==> src/rtl/mux_sel_pkg.sv <==
// Shared types and default sizing for the arbiter and the multiplexer it drives.
package mux_sel_pkg;

  typedef enum logic [1:0] {
    IDLE,
    SELECT,
    VALID
  } arb_state_e;

  localparam int unsigned MUX_WIDTH      = 8;
  localparam int unsigned MUX_SEL_WIDTH  = 3;
  localparam int unsigned MUX_NUM_INPUTS = 8;

endpackage

==> src/rtl/mux_sel_arbiter_if.sv <==
// Request/select/output bundle between the arbiter, the multiplexer and the consumer.
interface mux_sel_arbiter_if
  import mux_sel_pkg::*;
#(
  parameter int unsigned WIDTH      = MUX_WIDTH,
  parameter int unsigned SEL_WIDTH  = MUX_SEL_WIDTH,
  parameter int unsigned NUM_INPUTS = MUX_NUM_INPUTS
);

  logic [NUM_INPUTS-1:0] req;
  logic [NUM_INPUTS-1:0] gnt;
  logic [SEL_WIDTH-1:0]  sel;
  logic [WIDTH-1:0]      mux_data;
  logic                  out_valid;
  logic                  out_ready;
  logic [WIDTH-1:0]      out_data;
  logic [SEL_WIDTH-1:0]  out_src;

  // Arbiter side.
  modport master (
    input  req,
    input  mux_data,
    input  out_ready,
    output gnt,
    output sel,
    output out_valid,
    output out_data,
    output out_src
  );

  // Requester / multiplexer / consumer side.
  modport slave (
    output req,
    output mux_data,
    output out_ready,
    input  gnt,
    input  sel,
    input  out_valid,
    input  out_data,
    input  out_src
  );

endinterface

==> src/rtl/rr_pick.sv <==
// Combinational winner picker: rotate-mask priority encoder starting after `last`.
// With MUX_SEL_ARB_FIXED_PRIO_EN defined it is a plain lowest-index priority encoder.
module rr_pick #(
  parameter int unsigned NUM_INPUTS = 8,
  parameter int unsigned SEL_WIDTH  = 3
) (
  input  logic [NUM_INPUTS-1:0] req,
  input  logic [SEL_WIDTH-1:0]  last,
  output logic                  found,
  output logic [SEL_WIDTH-1:0]  idx
);

`ifdef MUX_SEL_ARB_FIXED_PRIO_EN
  logic unused_last;
  assign unused_last = ^last;

  always_comb begin
    found = 1'b0;
    idx   = '0;
    for (int unsigned i = 0; i < NUM_INPUTS; i++) begin
      if (req[i] && !found) begin
        found = 1'b1;
        idx   = SEL_WIDTH'(i);
      end
    end
  end
`else
  logic [NUM_INPUTS-1:0] masked;
  logic                  found_hi;
  logic                  found_lo;
  logic [SEL_WIDTH-1:0]  idx_hi;
  logic [SEL_WIDTH-1:0]  idx_lo;

  // Requests above `last` win first; otherwise wrap to the lowest asserted index.
  always_comb begin
    masked   = '0;
    found_hi = 1'b0;
    found_lo = 1'b0;
    idx_hi   = '0;
    idx_lo   = '0;
    for (int unsigned i = 0; i < NUM_INPUTS; i++) begin
      masked[i] = req[i] && (SEL_WIDTH'(i) > last);
    end
    for (int unsigned i = 0; i < NUM_INPUTS; i++) begin
      if (masked[i] && !found_hi) begin
        found_hi = 1'b1;
        idx_hi   = SEL_WIDTH'(i);
      end
      if (req[i] && !found_lo) begin
        found_lo = 1'b1;
        idx_lo   = SEL_WIDTH'(i);
      end
    end
    found = found_hi | found_lo;
    idx   = found_hi ? idx_hi : idx_lo;
  end
`endif

endmodule

==> src/rtl/mux_sel_arbiter.sv <==
// Round-robin arbiter driving a multiplexer select and registering its output word.
// Define MUX_SEL_ARB_FIXED_PRIO_EN for fixed lowest-index priority (no `last` state).
module mux_sel_arbiter
  import mux_sel_pkg::*;
#(
  parameter int unsigned WIDTH      = MUX_WIDTH,
  parameter int unsigned SEL_WIDTH  = MUX_SEL_WIDTH,
  parameter int unsigned NUM_INPUTS = MUX_NUM_INPUTS
) (
  input  logic               clk,
  input  logic               rst_n,
  mux_sel_arbiter_if.master  bus
);

  arb_state_e           state_q, state_d;
  logic [SEL_WIDTH-1:0] sel_q, sel_d;
  logic [WIDTH-1:0]     data_q, data_d;
  logic [SEL_WIDTH-1:0] src_q, src_d;
  logic                 valid_q, valid_d;
  logic                 fresh_q, fresh_d;

  logic [SEL_WIDTH-1:0] pick_last;
  logic                 pick_found;
  logic [SEL_WIDTH-1:0] pick_idx;

`ifdef MUX_SEL_ARB_FIXED_PRIO_EN
  assign pick_last = '0;
`else
  logic [SEL_WIDTH-1:0] last_q;

  always_ff @(posedge clk or negedge rst_n) begin
    if (!rst_n) begin
      last_q <= SEL_WIDTH'(NUM_INPUTS - 1);
    end else if (state_q == SELECT) begin
      last_q <= sel_q;
    end
  end

  assign pick_last = last_q;
`endif

  rr_pick #(
    .NUM_INPUTS (NUM_INPUTS),
    .SEL_WIDTH  (SEL_WIDTH)
  ) u_pick (
    .req   (bus.req),
    .last  (pick_last),
    .found (pick_found),
    .idx   (pick_idx)
  );

  always_ff @(posedge clk or negedge rst_n) begin
    if (!rst_n) begin
      state_q <= IDLE;
      sel_q   <= '0;
      data_q  <= '0;
      src_q   <= '0;
      valid_q <= 1'b0;
      fresh_q <= 1'b0;
    end else begin
      state_q <= state_d;
      sel_q   <= sel_d;
      data_q  <= data_d;
      src_q   <= src_d;
      valid_q <= valid_d;
      fresh_q <= fresh_d;
    end
  end

  always_comb begin
    state_d = state_q;
    sel_d   = sel_q;
    data_d  = data_q;
    src_d   = src_q;
    valid_d = valid_q;
    fresh_d = 1'b0;
    unique case (state_q)
      IDLE: begin
        valid_d = 1'b0;
        if (pick_found) begin
          sel_d   = pick_idx;
          state_d = SELECT;
        end
      end
      SELECT: begin
        data_d  = bus.mux_data;
        src_d   = sel_q;
        valid_d = 1'b1;
        fresh_d = 1'b1;
        state_d = VALID;
      end
      VALID: begin
        if (bus.out_ready) begin
          valid_d = 1'b0;
          if (pick_found) begin
            sel_d   = pick_idx;
            state_d = SELECT;
          end else begin
            state_d = IDLE;
          end
        end
      end
      default: begin
        valid_d = 1'b0;
        state_d = IDLE;
      end
    endcase
  end

  // fresh_q marks only the first VALID cycle so backpressure never re-pulses gnt.
  assign bus.gnt       = fresh_q ? (NUM_INPUTS'(1) << sel_q) : '0;
  assign bus.sel       = sel_q;
  assign bus.out_valid = valid_q;
  assign bus.out_data  = data_q;
  assign bus.out_src   = src_q;

endmodule

==> src/flat_wrapper.sv <==
// flat-port wrapper written by rule: the top's interface ports become plain ports
module mux_sel_arbiter_flat import mux_sel_pkg::*;
#(
  parameter int unsigned WIDTH      = MUX_WIDTH,
  parameter int unsigned SEL_WIDTH  = MUX_SEL_WIDTH,
  parameter int unsigned NUM_INPUTS = MUX_NUM_INPUTS
)
  (clk, rst_n, bus_req, bus_mux_data, bus_out_ready, bus_gnt, bus_sel, bus_out_valid, bus_out_data, bus_out_src);
  mux_sel_arbiter_if #(.WIDTH(WIDTH), .SEL_WIDTH(SEL_WIDTH), .NUM_INPUTS(NUM_INPUTS)) bus_i ();
  input  logic clk;
  input  logic rst_n;
  input wire logic [$bits(bus_i.req)-1:0] bus_req;
  input wire logic [$bits(bus_i.mux_data)-1:0] bus_mux_data;
  input wire logic [$bits(bus_i.out_ready)-1:0] bus_out_ready;
  output wire logic [$bits(bus_i.gnt)-1:0] bus_gnt;
  output wire logic [$bits(bus_i.sel)-1:0] bus_sel;
  output wire logic [$bits(bus_i.out_valid)-1:0] bus_out_valid;
  output wire logic [$bits(bus_i.out_data)-1:0] bus_out_data;
  output wire logic [$bits(bus_i.out_src)-1:0] bus_out_src;
  assign bus_i.req = bus_req;
  assign bus_i.mux_data = bus_mux_data;
  assign bus_i.out_ready = bus_out_ready;
  assign bus_gnt = bus_i.gnt;
  assign bus_sel = bus_i.sel;
  assign bus_out_valid = bus_i.out_valid;
  assign bus_out_data = bus_i.out_data;
  assign bus_out_src = bus_i.out_src;
  mux_sel_arbiter #(.WIDTH(WIDTH), .SEL_WIDTH(SEL_WIDTH), .NUM_INPUTS(NUM_INPUTS)) u_core (.clk(clk), .rst_n(rst_n), .bus(bus_i));
endmodule
==> config.mk <==
export PLATFORM = sky130hd
export DESIGN_NAME = mux_sel_arbiter_flat
export DESIGN_NICKNAME = d
export VERILOG_FILES = /design/src/rtl/mux_sel_pkg.sv /design/src/rtl/mux_sel_arbiter_if.sv /design/src/rtl/rr_pick.sv /design/src/rtl/mux_sel_arbiter.sv /design/src/flat_wrapper.sv
export SDC_FILE = /design/constraint.sdc
export NUM_CORES = 1
export LEC_CHECK = 0
export CAP_MARGIN = 30
export CORE_ASPECT_RATIO = 0.7
export CORE_MARGIN = 3
export CORE_UTILIZATION = 46
export CTS_CLUSTER_DIAMETER = 30
export DETAILED_ROUTE_END_ITERATION = 8
export PLACE_DENSITY = 0.93
export SLEW_MARGIN = 20
export SYNTH_ARGS = -nofsm -noshare
export SYNTH_HDL_FRONTEND = slang
export SYNTH_SLANG_ARGS = --single-unit
==> constraint.sdc <==
create_clock -name clk -period 3.28 [get_ports clk]
set_clock_uncertainty 0.1 [all_clocks]
set_input_delay 0.492 -clock clk [delete_from_list [all_inputs] [get_ports clk]]
set_output_delay 0.492 -clock clk [all_outputs]
set_load 0.005 [all_outputs]
After elaboration in Yosys (flattened, before gate mapping)
Index checks and enable logic that the tools add are counted.
Storage, ports and cells
  bits in registers: 21
  input port bits: 19
  output and inout bits: 23
  word-level logic and storage cells: 103
Operators by class
  order comparisons: 8
  eq/ne operators: 4
  shift operators: 1
  muxes and demuxes: 42
  bitwise operators: 1
  reduce and logical (&&, ||, !) cells: 40
Operators with widths (number)
  $mux W3: 15
  $logic_and A1 B1 Y1: 22
  $mux W1: 21
  $logic_not A1 Y1: 14
  $gt A3 B3 Y1 const A: 4
  $mux W8: 1
  $shl A1 B3 Y8 const A: 1
  $gt A1 B3 Y1 const A: 2
  $gt A2 B3 Y1 const A: 2
  $pmux W2 S3: 1
  $pmux W3 S2: 1
  $mux W2: 2
  $reduce_and A2 Y1: 2
  $eq A2 B1 Y1 const B: 1
  $eq A2 B2 Y1 const B: 1
  $logic_not A2 Y1: 1
  $ne A2 B1 Y1 const B: 1
  $ne A2 B2 Y1 const B: 1
  $pmux W1 S2: 1
  $reduce_bool A2 Y1: 1
  $or A1 B1 Y1: 1

Depth between registers and ports, before layout
  word-level depth: 28
  depth in mapped cells: 6

Hierarchy
Synthesis repeated with hierarchy kept, for this count alone.
Unflattened totals
  cell total of the unflattened synthesis: 127
  area total of the unflattened synthesis: 1091.0 µm²
By module, submodules not included
  mux_sel_arbiter: instances 1, cells each 87, area an instance 859.6 µm², seq. area each 529.3 µm²
  rr_pick: instances 1, cells each 40, area an instance 231.5 µm², seq. area each 0.0 µm²

Worst setup path before layout
OpenSTA, ideal clock, no wires.
  kind: flip-flop to flip-flop
  start point: register u_core.last_q[2]
  end point: register u_core.sel_q[0] (netlist: u_core.bus.sel[0])
  library setup time: 132 ps
  arrival: 1333 ps
  setup slack: 1715 ps
  cell stages (with the launch flop): 7
  path buffers: 1
  cells stage by stage: dfstp_2 buf_2 nor2b_1 o21ai_0 o211ai_1 nor3_2 o41ai_2
On the way
  cells in the longest elaborated chain, start to end: 28
Ends and longest elaborated chain
  from (decl): line mux_sel_arbiter.sv:29  | logic [SEL_WIDTH-1:0] last_q;
  from (signal assigned): line mux_sel_arbiter.sv:33  | last_q <= SEL_WIDTH'(NUM_INPUTS - 1);
  from (signal assigned): line mux_sel_arbiter.sv:35  | last_q <= sel_q;
  $gt A1 B3 Y1: line rr_pick.sv:42  | masked[i] = req[i] && (SEL_WIDTH'(i) > last);
  $logic_and A1 B1 Y1: line rr_pick.sv:42
  $mux W1: line rr_pick.sv:45  | if (masked[i] && !found_hi) begin
  $logic_not A1 Y1: line rr_pick.sv:45
  $logic_and A1 B1 Y1: line rr_pick.sv:45
  $mux W1: line rr_pick.sv:45
  $logic_not A1 Y1: line rr_pick.sv:45
  $logic_and A1 B1 Y1: line rr_pick.sv:45
  (+12 left out)
  $mux W1: line rr_pick.sv:45
  $logic_not A1 Y1: line rr_pick.sv:45
  $logic_and A1 B1 Y1: line rr_pick.sv:45
  $mux W3 or $mux W1 (tied branches): line rr_pick.sv:45
  $mux W3 or $or A1 B1 Y1 (tied branches): line rr_pick.sv:55, rr_pick.sv:54
  $mux W3 (*): line mux_sel_arbiter.sv:80, mux_sel_arbiter.sv:95
  $mux W3: line mux_sel_arbiter.sv:93  | if (bus.out_ready) begin
  $pmux W3 S2 (*): line mux_sel_arbiter.sv:77  | unique case (state_q)
  to (signal assigned): line mux_sel_arbiter.sv:62  | sel_q <= sel_d;
  to (decl): line mux_sel_arbiter.sv:16  | logic [SEL_WIDTH-1:0] sel_q, sel_d;
Mark *: on every way between the ends. The rest lies on a longest branch, timed or not. The select of a mux whose other input is x is not followed.
A chain may end at the register's enable or synchronous reset.

Final worst setup path
  start point: register u_core.sel_q[2] (netlist: u_core.bus.sel[2])
  end point: output bus_gnt[3]
On the way
  cells in the longest elaborated chain, start to end: 2
Ends and longest elaborated chain
  $shl A1 B3 Y8: line mux_sel_arbiter.sv:111  | assign bus.gnt = fresh_q ? (NUM_INPUTS'(1) << sel_q) : '0;
  $mux W8: line mux_sel_arbiter.sv:111
  to (decl): line flat_wrapper.sv:15  | output wire logic [$bits(bus_i.gnt)-1:0] bus_gnt;
Every way passes these cells.

==> flow_summary.ini <==
[floorplanning]
io_pins = 42
die_area_mm2 = 0.00293
die_h_um = 46.2
rows = 13
fp.dieW_um = 63.4
start_util = 0.526
core_area_mm2 = 0.00202

[placement]
routabilityCongestion = 0.859
io_buffers = 41
hpwl_um = 2250

[power]
p_leak_nw = 0.678
ir_drop_mv = 0.505
powerDensity_mw_per_mm2 = 826

[timing]
timing.fmax_mhz = 447
rsz0062_at_grt = no
hold_viol = 0
setup_viol = 0
fin_tns_setup_ns = 0
slew_headroom = 0.611
finalCritPeriodShare = 0.682
hold_slack_ns = 0.316
finalMaxSlewViolations = 0
fin_crit_ns = 2.24
tightest_slew_ns = 0.584

[clock_network]
cts_hold_buf = 0
cts_sinks = 21
clk_latency_ns = 0.31
cts_setup_buffers = 0
cts.clk_slew.worst_paths_ns = 0.11
cts_resized = 0
cts_tree = done
cts_buffers = 3
cts_root_buf = clkbuf_4
cts.path.max_buffers = 2
h-tree-depth = 1

[routing]
drtIter0Drc = 68
drc = 0
top_layer = met4
viasPerCell = 5.45
m1WireLength_um = 1160
wl_per_cell_um = 14.4
final_antenna_net_count = 0
wl_um = 2870
first_pass_iters = 6
wl_met3_um = 253
wl_met2_um = 1400
vias = 1085

[worst_setup_path]
reg2reg_from = u_core.last_q[2]
required_ns = 2.69
cp-start-kind = flip-flop
cp.arrival_ns = 1.64
cp_max_fo = 8
timing.rr.end = u_core.bus.sel[1]
r2r_cells = 5
worst-setup-path-type = reg2out
ff2ff_setup_slack_ns = 1.56
worstSetupEndpointType = output pin

[logic_synthesis]
yosysWarnings = 0
synth_top_area_frac = 0.425
ys_seq_elements = 21
ys_types = 29
yosys.area.top_type = dfrtp_1
avgSynthCellArea_um2 = 8.42
synthArstFlopShare = 1.00
ys_top_cells_by_count = nand2_1, dfrtp_1, nor2_1
syn-instance-count = 126
synth_edf_count = 0
ys_seq_area_frac = 0.499
synthFlopType = dfrtp_1
synth.area.top_cells = dfrtp_1, nand2_1, dfstp_2, nor2_1, nand2b_1
synth_fp_nets = 145
netlist_area_mm2 = 0.00106
yosysMostFrequentCell = nand2_1

[global_route]
grt_max_degree = 22
grt_pass1_vias = 985
grt.total_usage = 0.209
grt_pass1_wl_um = 4640
overflow = 0
antenna_found_initial = 0

[outcome]
status = complete, no violations

[cells_and_area]
drive_above_1_share = 0.0769
final_nets = 189
antenna_cells = 0
syn_to_final_growth_pct = 45.0

[hold_path]
hp-class = in2async

[run]
maxCapViolations = 0
-- critical path, stage by stage (launching register included) --
cell and delay, ns:
dfrtp_1 0.49, nand2b_1 0.21, nor2_1 0.12, clkdlybuf4s50_1 0.51
-- layout make-up --
type	count	area, µm²
flip-flops and latches	21	529
multi-input cells	98	504
fillers	156	478
repair buffers	42	425
well taps	30	37.5
clock buffers	3	22.5
inverters	4	15.0
clock inverters	1	5.00
-- kinds of logic after synthesis --
logic type             share of synthesized area
AOI/OAI and AO/OA                          0.134
buffers and inverters                     0.0259
and+or+nand+nor                            0.341
DFF                                        0.499
-- registers in the layout, summed over array words and instances, names as in the netlist --
name / cells
u_core.fresh_q: 1
u_core.state_q: 2
u_core.bus.out_data: 8
u_core.bus.out_src: 3
u_core.bus.out_valid: 1
u_core.bus.sel: 3
u_core.last_q: 3
-- cells in the final DEF (no fill, tap or decap), types with 2 or more instances in the layout --
cell type,Yosys,routed
nand2_1,47,47
nand3b_1,2,2
nor2_1,11,11
clkdlybuf4s50_1,0,41
a221oi_1,2,2
dfrtp_1,18,18
a21oi_1,3,3
dfstp_2,3,3
o21ai_0,5,5
o31ai_1,2,2
nor3_1,5,5
clkbuf_4,0,3
inv_1,4,4
nor2b_1,2,2
nand2b_1,5,5
-- per-stage QoR --
step	utilization	instance area [µm²]	cells	setup WS, ns	power (mW)
finish	0.763	1540	199	1.04	1.27
global route	0.763	1540	199	0.926	1.38
CTS	0.756	1520	198	1.03	1.27
detailed placement	0.742	1500	194	1.02	1.15
global placement	0.742	1500	194	1.13	1.10
floorplan	-	1060	126	1.71	0.809
-- worst max-delay path by stage --
stage,start,endpoint,cells after the start
after detailed placement,bus_req[2],u_core.bus.sel[0],6
after global routing,u_core.bus.sel[2],bus_gnt[3],3
after CTS,u_core.bus.sel[2],bus_gnt[3],3
after global placement,bus_req[4],u_core.bus.sel[2],6
after floorplan,u_core.last_q[2],u_core.bus.sel[0],6
final,u_core.bus.sel[2],bus_gnt[3],3
-- metal layers --
metal  up-vias  global-route usage
li1        508                   -
met1       492               0.264
met2        75               0.357
met3        10              0.0537
met4         0              0.0687
met5         -                   0
-- power breakdown --
group	internal [mW]	switching, mW
clock	0.0456	0.0789
combinational	0.323	0.306
sequential	0.399	0.118
total	0.768	0.503
Note: power is estimated with default switching activity, not from simulation.
